===== config.mk =====
export PLATFORM = sky130hd
export DESIGN_NAME = led_compare_seq
export DESIGN_NICKNAME = d
export VERILOG_FILES = /design/src/rtl/led_compare_seq.sv
export SDC_FILE = /design/constraint.sdc
export NUM_CORES = 1
export LEC_CHECK = 0
export ABC_AREA = 1
export BUFFER_PORTS_ARGS = -buffer_cell sky130_fd_sc_hd__buf_2
export CAP_MARGIN = 20
export CORE_MARGIN = 2
export CORE_UTILIZATION = 40
export DETAILED_ROUTE_END_ITERATION = 12
export PLACE_DENSITY = 0.59
export SLEW_MARGIN = 20
export SYNTH_ARGS = -nofsm -noshare
export SYNTH_HDL_FRONTEND = slang
export SYNTH_SLANG_ARGS = --single-unit

===== constraint.sdc =====
create_clock -name clk -period 2.2 [get_ports clk]
set_clock_uncertainty 0.1 [all_clocks]
set_input_delay 0.22 -clock clk [delete_from_list [all_inputs] [get_ports clk]]
set_output_delay 0.22 -clock clk [all_outputs]
set_load 0.01 [all_outputs]

===== src/rtl/led_compare_seq.sv =====
// Two-operand LED comparator: capture A then B from the switches, show the
// compare result steady, blink it, then return to idle with a done pulse.
module led_compare_seq #(
  parameter int unsigned HOLD_CYCLES  = 50000000,
  parameter int unsigned BLINK_CYCLES = 12500000,
  parameter int unsigned BLINK_PHASES = 6
) (
  input  logic       clk,
  input  logic       rst_n,
  input  logic [1:0] sw,
  input  logic       load,
  input  logic       clr,
  output logic       r,
  output logic       g,
  output logic       be,
  output logic       busy,
  output logic       done
);

  localparam int HW = (HOLD_CYCLES  > 1) ? $clog2(HOLD_CYCLES)  : 1;
  localparam int BW = (BLINK_CYCLES > 1) ? $clog2(BLINK_CYCLES) : 1;
  localparam int PW = (BLINK_PHASES > 1) ? $clog2(BLINK_PHASES) : 1;
  localparam logic [HW-1:0] HOLD_LAST  = HW'(HOLD_CYCLES - 1);
  localparam logic [BW-1:0] BLINK_LAST = BW'(BLINK_CYCLES - 1);
  localparam logic [PW-1:0] PHASE_LAST = PW'(BLINK_PHASES - 1);

  typedef enum logic [1:0] {IDLE, WAIT_B, SHOW, BLINK} state_e;

  state_e        state_q, state_d;
  logic [1:0]    a_q, a_d, b_q, b_d;
  logic [HW-1:0] hold_cnt_q, hold_cnt_d;
  logic [BW-1:0] blink_cnt_q, blink_cnt_d;
  logic [PW-1:0] phase_q, phase_d;
  logic          load_q, load_d;
  logic          armed_q, armed_d;
  logic          done_q, done_d;
  logic          load_evt;
  logic          show;

  // armed_q blocks a load that was already high when reset released.
  assign load_evt = load & ~load_q & armed_q;

  always_comb begin
    state_d     = state_q;
    a_d         = a_q;
    b_d         = b_q;
    hold_cnt_d  = hold_cnt_q;
    blink_cnt_d = blink_cnt_q;
    phase_d     = phase_q;
    load_d      = load;
    armed_d     = armed_q | ~load;
    done_d      = 1'b0;
    if (clr) begin
      state_d     = IDLE;
      hold_cnt_d  = '0;
      blink_cnt_d = '0;
      phase_d     = '0;
    end else begin
      case (state_q)
        IDLE: if (load_evt) begin
          a_d     = sw;
          state_d = WAIT_B;
        end
        WAIT_B: if (load_evt) begin
          b_d         = sw;
          hold_cnt_d  = '0;
          blink_cnt_d = '0;
          phase_d     = '0;
          state_d     = SHOW;
        end
        SHOW, BLINK: begin
          if (load_evt) begin
            a_d         = sw;
            hold_cnt_d  = '0;
            blink_cnt_d = '0;
            phase_d     = '0;
            state_d     = WAIT_B;
          end else if (state_q == SHOW) begin
            if (hold_cnt_q == HOLD_LAST) begin
              blink_cnt_d = '0;
              phase_d     = '0;
              state_d     = BLINK;
            end else begin
              hold_cnt_d = hold_cnt_q + 1'b1;
            end
          end else if (blink_cnt_q == BLINK_LAST) begin
            blink_cnt_d = '0;
            if (phase_q == PHASE_LAST) begin
              phase_d = '0;
              state_d = IDLE;
              done_d  = 1'b1;
            end else begin
              phase_d = phase_q + 1'b1;
            end
          end else begin
            blink_cnt_d = blink_cnt_q + 1'b1;
          end
        end
        default: state_d = IDLE;
      endcase
    end
  end

  always_ff @(posedge clk or negedge rst_n) begin
    if (!rst_n) begin
      state_q     <= IDLE;
      a_q         <= '0;
      b_q         <= '0;
      hold_cnt_q  <= '0;
      blink_cnt_q <= '0;
      phase_q     <= '0;
      load_q      <= 1'b0;
      armed_q     <= 1'b0;
      done_q      <= 1'b0;
    end else begin
      state_q     <= state_d;
      a_q         <= a_d;
      b_q         <= b_d;
      hold_cnt_q  <= hold_cnt_d;
      blink_cnt_q <= blink_cnt_d;
      phase_q     <= phase_d;
      load_q      <= load_d;
      armed_q     <= armed_d;
      done_q      <= done_d;
    end
  end

  // Odd blink phases show the result, even phases are dark.
  assign show = (state_q == SHOW) || ((state_q == BLINK) && phase_q[0]);
  assign r    = show && (a_q > b_q);
  assign g    = show && (a_q < b_q);
  assign be   = show && (a_q == b_q);
  assign busy = (state_q != IDLE);
  assign done = done_q;

endmodule


==> impl_metrics.csv <==
group,metric,value,unit
status,outcome,"complete, no violations",
power_and_ir_drop,swShare,36.75,%
placed_design,gp_congestion,0.9497,
sta,setup_viol,0,
detailed_routing,ant_nets,0,
cts,cts_tree,"done",
critical_path,endpoint_kind,"flop",
flow_run,max_cap_viol_count,0,
synthesis,synth.distinct_cells,32,
final_layout,final_cells,811,
power_and_ir_drop,p_sw,1.182,mW
critical_path,worstPathArrival,2.14,ns
synthesis,syn_area_per_cell,6.560,um^2
detailed_routing,drt-initial-drc-count,195,
final_layout,postLayoutCellArea,0.004790,mm^2
floorplan,die_h,106.3,um
critical_path,worst-path-max-fanout,10,
floorplan,row_count,37,
sta,max_clock_freq,500.6,MHz
synthesis,synth-seq-cells,62,
cts,cts-root-buf,"clkbuf_8",
sta,hold_viol_final,0,
final_layout,layout-drive-gt1-share,10.81,%
synthesis,synth_common_cells,"152 x nand2_1, 112 x nor2_1, 87 x inv_1",
synthesis,ys_warn_count,0,
detailed_routing,wl,10.87,mm
synthesis,async_reset_ff_share,100.0,%
placed_design,placed_area,0.004466,mm^2
synthesis,synth_top_area_share,37.07,%
critical_path,cp_common_cell,"nand2_1",
synthesis,postSynthCellCount,638,
floorplan,dieArea,0.01130,mm^2
synthesis,yosys_most_used_dff,"dfrtp_1",
critical_path,worstPathCellList,"ha_2 -> nand2_1 -> nor2_4 -> nand2_1 -> nor2_1 -> nand3_1 -> nand2_2 -> buf_4 -> nand3_2 -> nand2_1 -> nor2_1",
global_route,overflow,0,
power_and_ir_drop,power.internal,2.034,mW
detailed_routing,wl_per_cell,13.40,um
detailed_routing,num_vias,4158,
sta,worst_slew_pin_slew,0.6757,ns
sta,rsz0062_at_grt,"no",
min_path,hp-start,"sw[1]",
sta,fin_tns_setup,0,ns
floorplan,die_w,106.3,um
synthesis,synth_nets,648,
power_and_ir_drop,leakage,2.160,nW
floorplan,start_util,40.91,%
placed_design,dpl_worst_slack,0.04496,ns
final_layout,fillers,1055,
global_route,track_usage,20.82,%
critical_path,crit_start,"hold_cnt_q[0]$_DFFE_PN0P_",
detailed_routing,via_per_inst,5.127,
power_and_ir_drop,seqPwrFrac,39.0,%
sta,fin_ws,0.2025,ns
power_and_ir_drop,powerDensity,671.4,mW/mm^2
cts,clk_pin_slew,0.07,ns
floorplan,num_io_pins,11,
global_route,grt_max_degree,37,
cts,cts_max_path_buffers,2,
sta,finalCritPeriodShare,90.80,%
placed_design,dpl.cell_count,788,
cts,cts-htree-levels,3,
synthesis,yosysMostFrequentCell,"nand2_1",
critical_path,worstSetupStartpointType,"flop",
sta,max_slew_margin,54.95,%
placed_design,dpl.hpwl,8.213,mm
power_and_ir_drop,pwr-share-comb,27.5,%
critical_path,crit_type,"flop to flop",
min_path,hold_depth,3,
detailed_routing,drcViolationCount,0,
floorplan,core_area,0.01023,mm^2
synthesis,yosysSeqAreaShare,37.07,%
critical_path,r2r_start,"hold_cnt_q[0]$_DFFE_PN0P_",
global_route,grt_antenna_before_repair,0,
power_and_ir_drop,ir_worst_vdd,0.0002881,V
synthesis,synth_area,0.004185,mm^2
placed_design,port_buffers,10,
final_layout,syn2layout_area_growth,14.44,%
global_route,grt_pass1_vias,3976,
synthesis,yosys.area.top_type,"dfrtp_1",
critical_path,critPathSlowestCell,"dfrtp_1",
cts,clkSinkCount,62,
min_path,hp-class,"primary input to flop",
sta,period_minus_slack,1.998,ns
synthesis,synthTopCellsByArea,"dfrtp_1 37%, nand2_1 14%, nor2_1 10%",
sta,fin_hold_ws,0.04434,ns
cts,clock_latency,0.35,ns
final_layout,nets,680,
critical_path,r2r_cells,11,
sta,slew_viol_final,0,
global_route,grt_pass1_wl,18.91,mm
critical_path,max_stage_delay,0.40,ns
critical_path,worstPathRequired,2.34,ns
power_and_ir_drop,power.clock.fraction,33.5,%
final_layout,diodes,0,
cts,cts_buffers,9,
synthesis,synth_edf_count,0,
detailed_routing,drt-pass1-iter-count,5,
## final timing paths
| check | endpoint | slack (ns) |
|---|---|---|
| hold reg to reg | armed_q$_DFF_PN0_ | 0.39 |
| setup reg to reg | blink_cnt_q[19]$_DFFE_PN0P_ | 0.20 |
| hold / removal | a_q[1]$_DFFE_PN0P_ | 0.04 |
| max in group asynchronous | blink_cnt_q[19]$_DFFE_PN0P_ | 1.03 |
| setup / recovery | blink_cnt_q[19]$_DFFE_PN0P_ | 0.20 |
| min in group asynchronous | a_q[0]$_DFFE_PN0P_ | 0.33 |
## placed cells by master, fill, tap and decap left out, drive strengths merged, types with 3 or more instances in the layout
cell type / netlist / routed
dfrtp: 62 / 62
nand2: 157 / 157
nand4: 31 / 31
ha: 4 / 4
or2: 3 / 3
a21oi: 11 / 11
clkbuf: 5 / 10
nor3: 17 / 17
dlygate4sd3: 0 / 3
o21ai: 36 / 36
inv: 92 / 94
nor2: 116 / 116
nand3: 72 / 73
o21bai: 5 / 5
xor2: 6 / 6
buf: 9 / 31
nand3b: 4 / 4
## logic make-up after synthesis
family / after synthesis / share of synthesized area [%]
compound gates: 54 / 6.936
xor+xnor: 6 / 1.256
fa+ha+maj: 4 / 1.196
buf+inv: 106 / 10.34
flops: 62 / 37.07
mux: 1 / 0.2690
simple gates: 405 / 42.93
## power by group through the flow
stage               clock (mW)  combinational (mW)  sequential (mW)
global route              1.15                1.00             1.26
CTS                       1.11               0.811             1.25
finish                    1.08               0.885             1.25
global placement             0               0.792             1.27
floorplan                    0               0.586             1.25
detailed placement           0               0.807             1.28
## metrics by stage
step	power [mW]	utilization, %
floorplan	1.840	-
global placement	2.063	43.65
detailed placement	2.085	43.65
CTS	3.174	45.96
finish	3.216	46.81
global route	3.417	46.81
## worst max-delay path, delay by kind of cell (launching register included)
family	cells	cell delay (ns)
and+or+nand+nor	9	0.99
buffers and inverters	1	0.20
DFF	1	0.40
adders and majority gates	1	0.21
## metal layers
layer	vias to the layer above	share of wire, %	track usage [%]
met5	-	0	0
met4	0	2.1	7.895
met3	20	4.9	3.556
met2	116	48	34.98
met1	1897	45	26.75
li1	2125	-	-
## registers in the layout (all words and copies together), names as in the netlist
signal       cells
hold_cnt_q      26
blink_cnt_q     24
phase_q          3
a_q              2
b_q              2
state_q          2
armed_q          1
done             1
load_q           1
## area by class of cell
cell class | count | area, um^2 | share of cell area [%]
multi-input combinational | 471 | 2266 | 47.31
sequential | 62 | 1551 | 32.39
tap | 136 | 170.2 | 3.553
clock buffer | 10 | 137.6 | 2.874
clock inverter | 6 | 68.82 | 1.437
timing repair buffer | 34 | 250.2 | 5.225
inverter | 92 | 345.3 | 7.210
## repair_timing
item | CTS | global route
setup endpoints to repair | 0 | 27
setup buffers | 0 | 3
hold buffers | 3 | 0
gates resized for setup | 0 | 10
hold endpoints to repair | 29 | 0
Power figures use the tool's default switching activity.
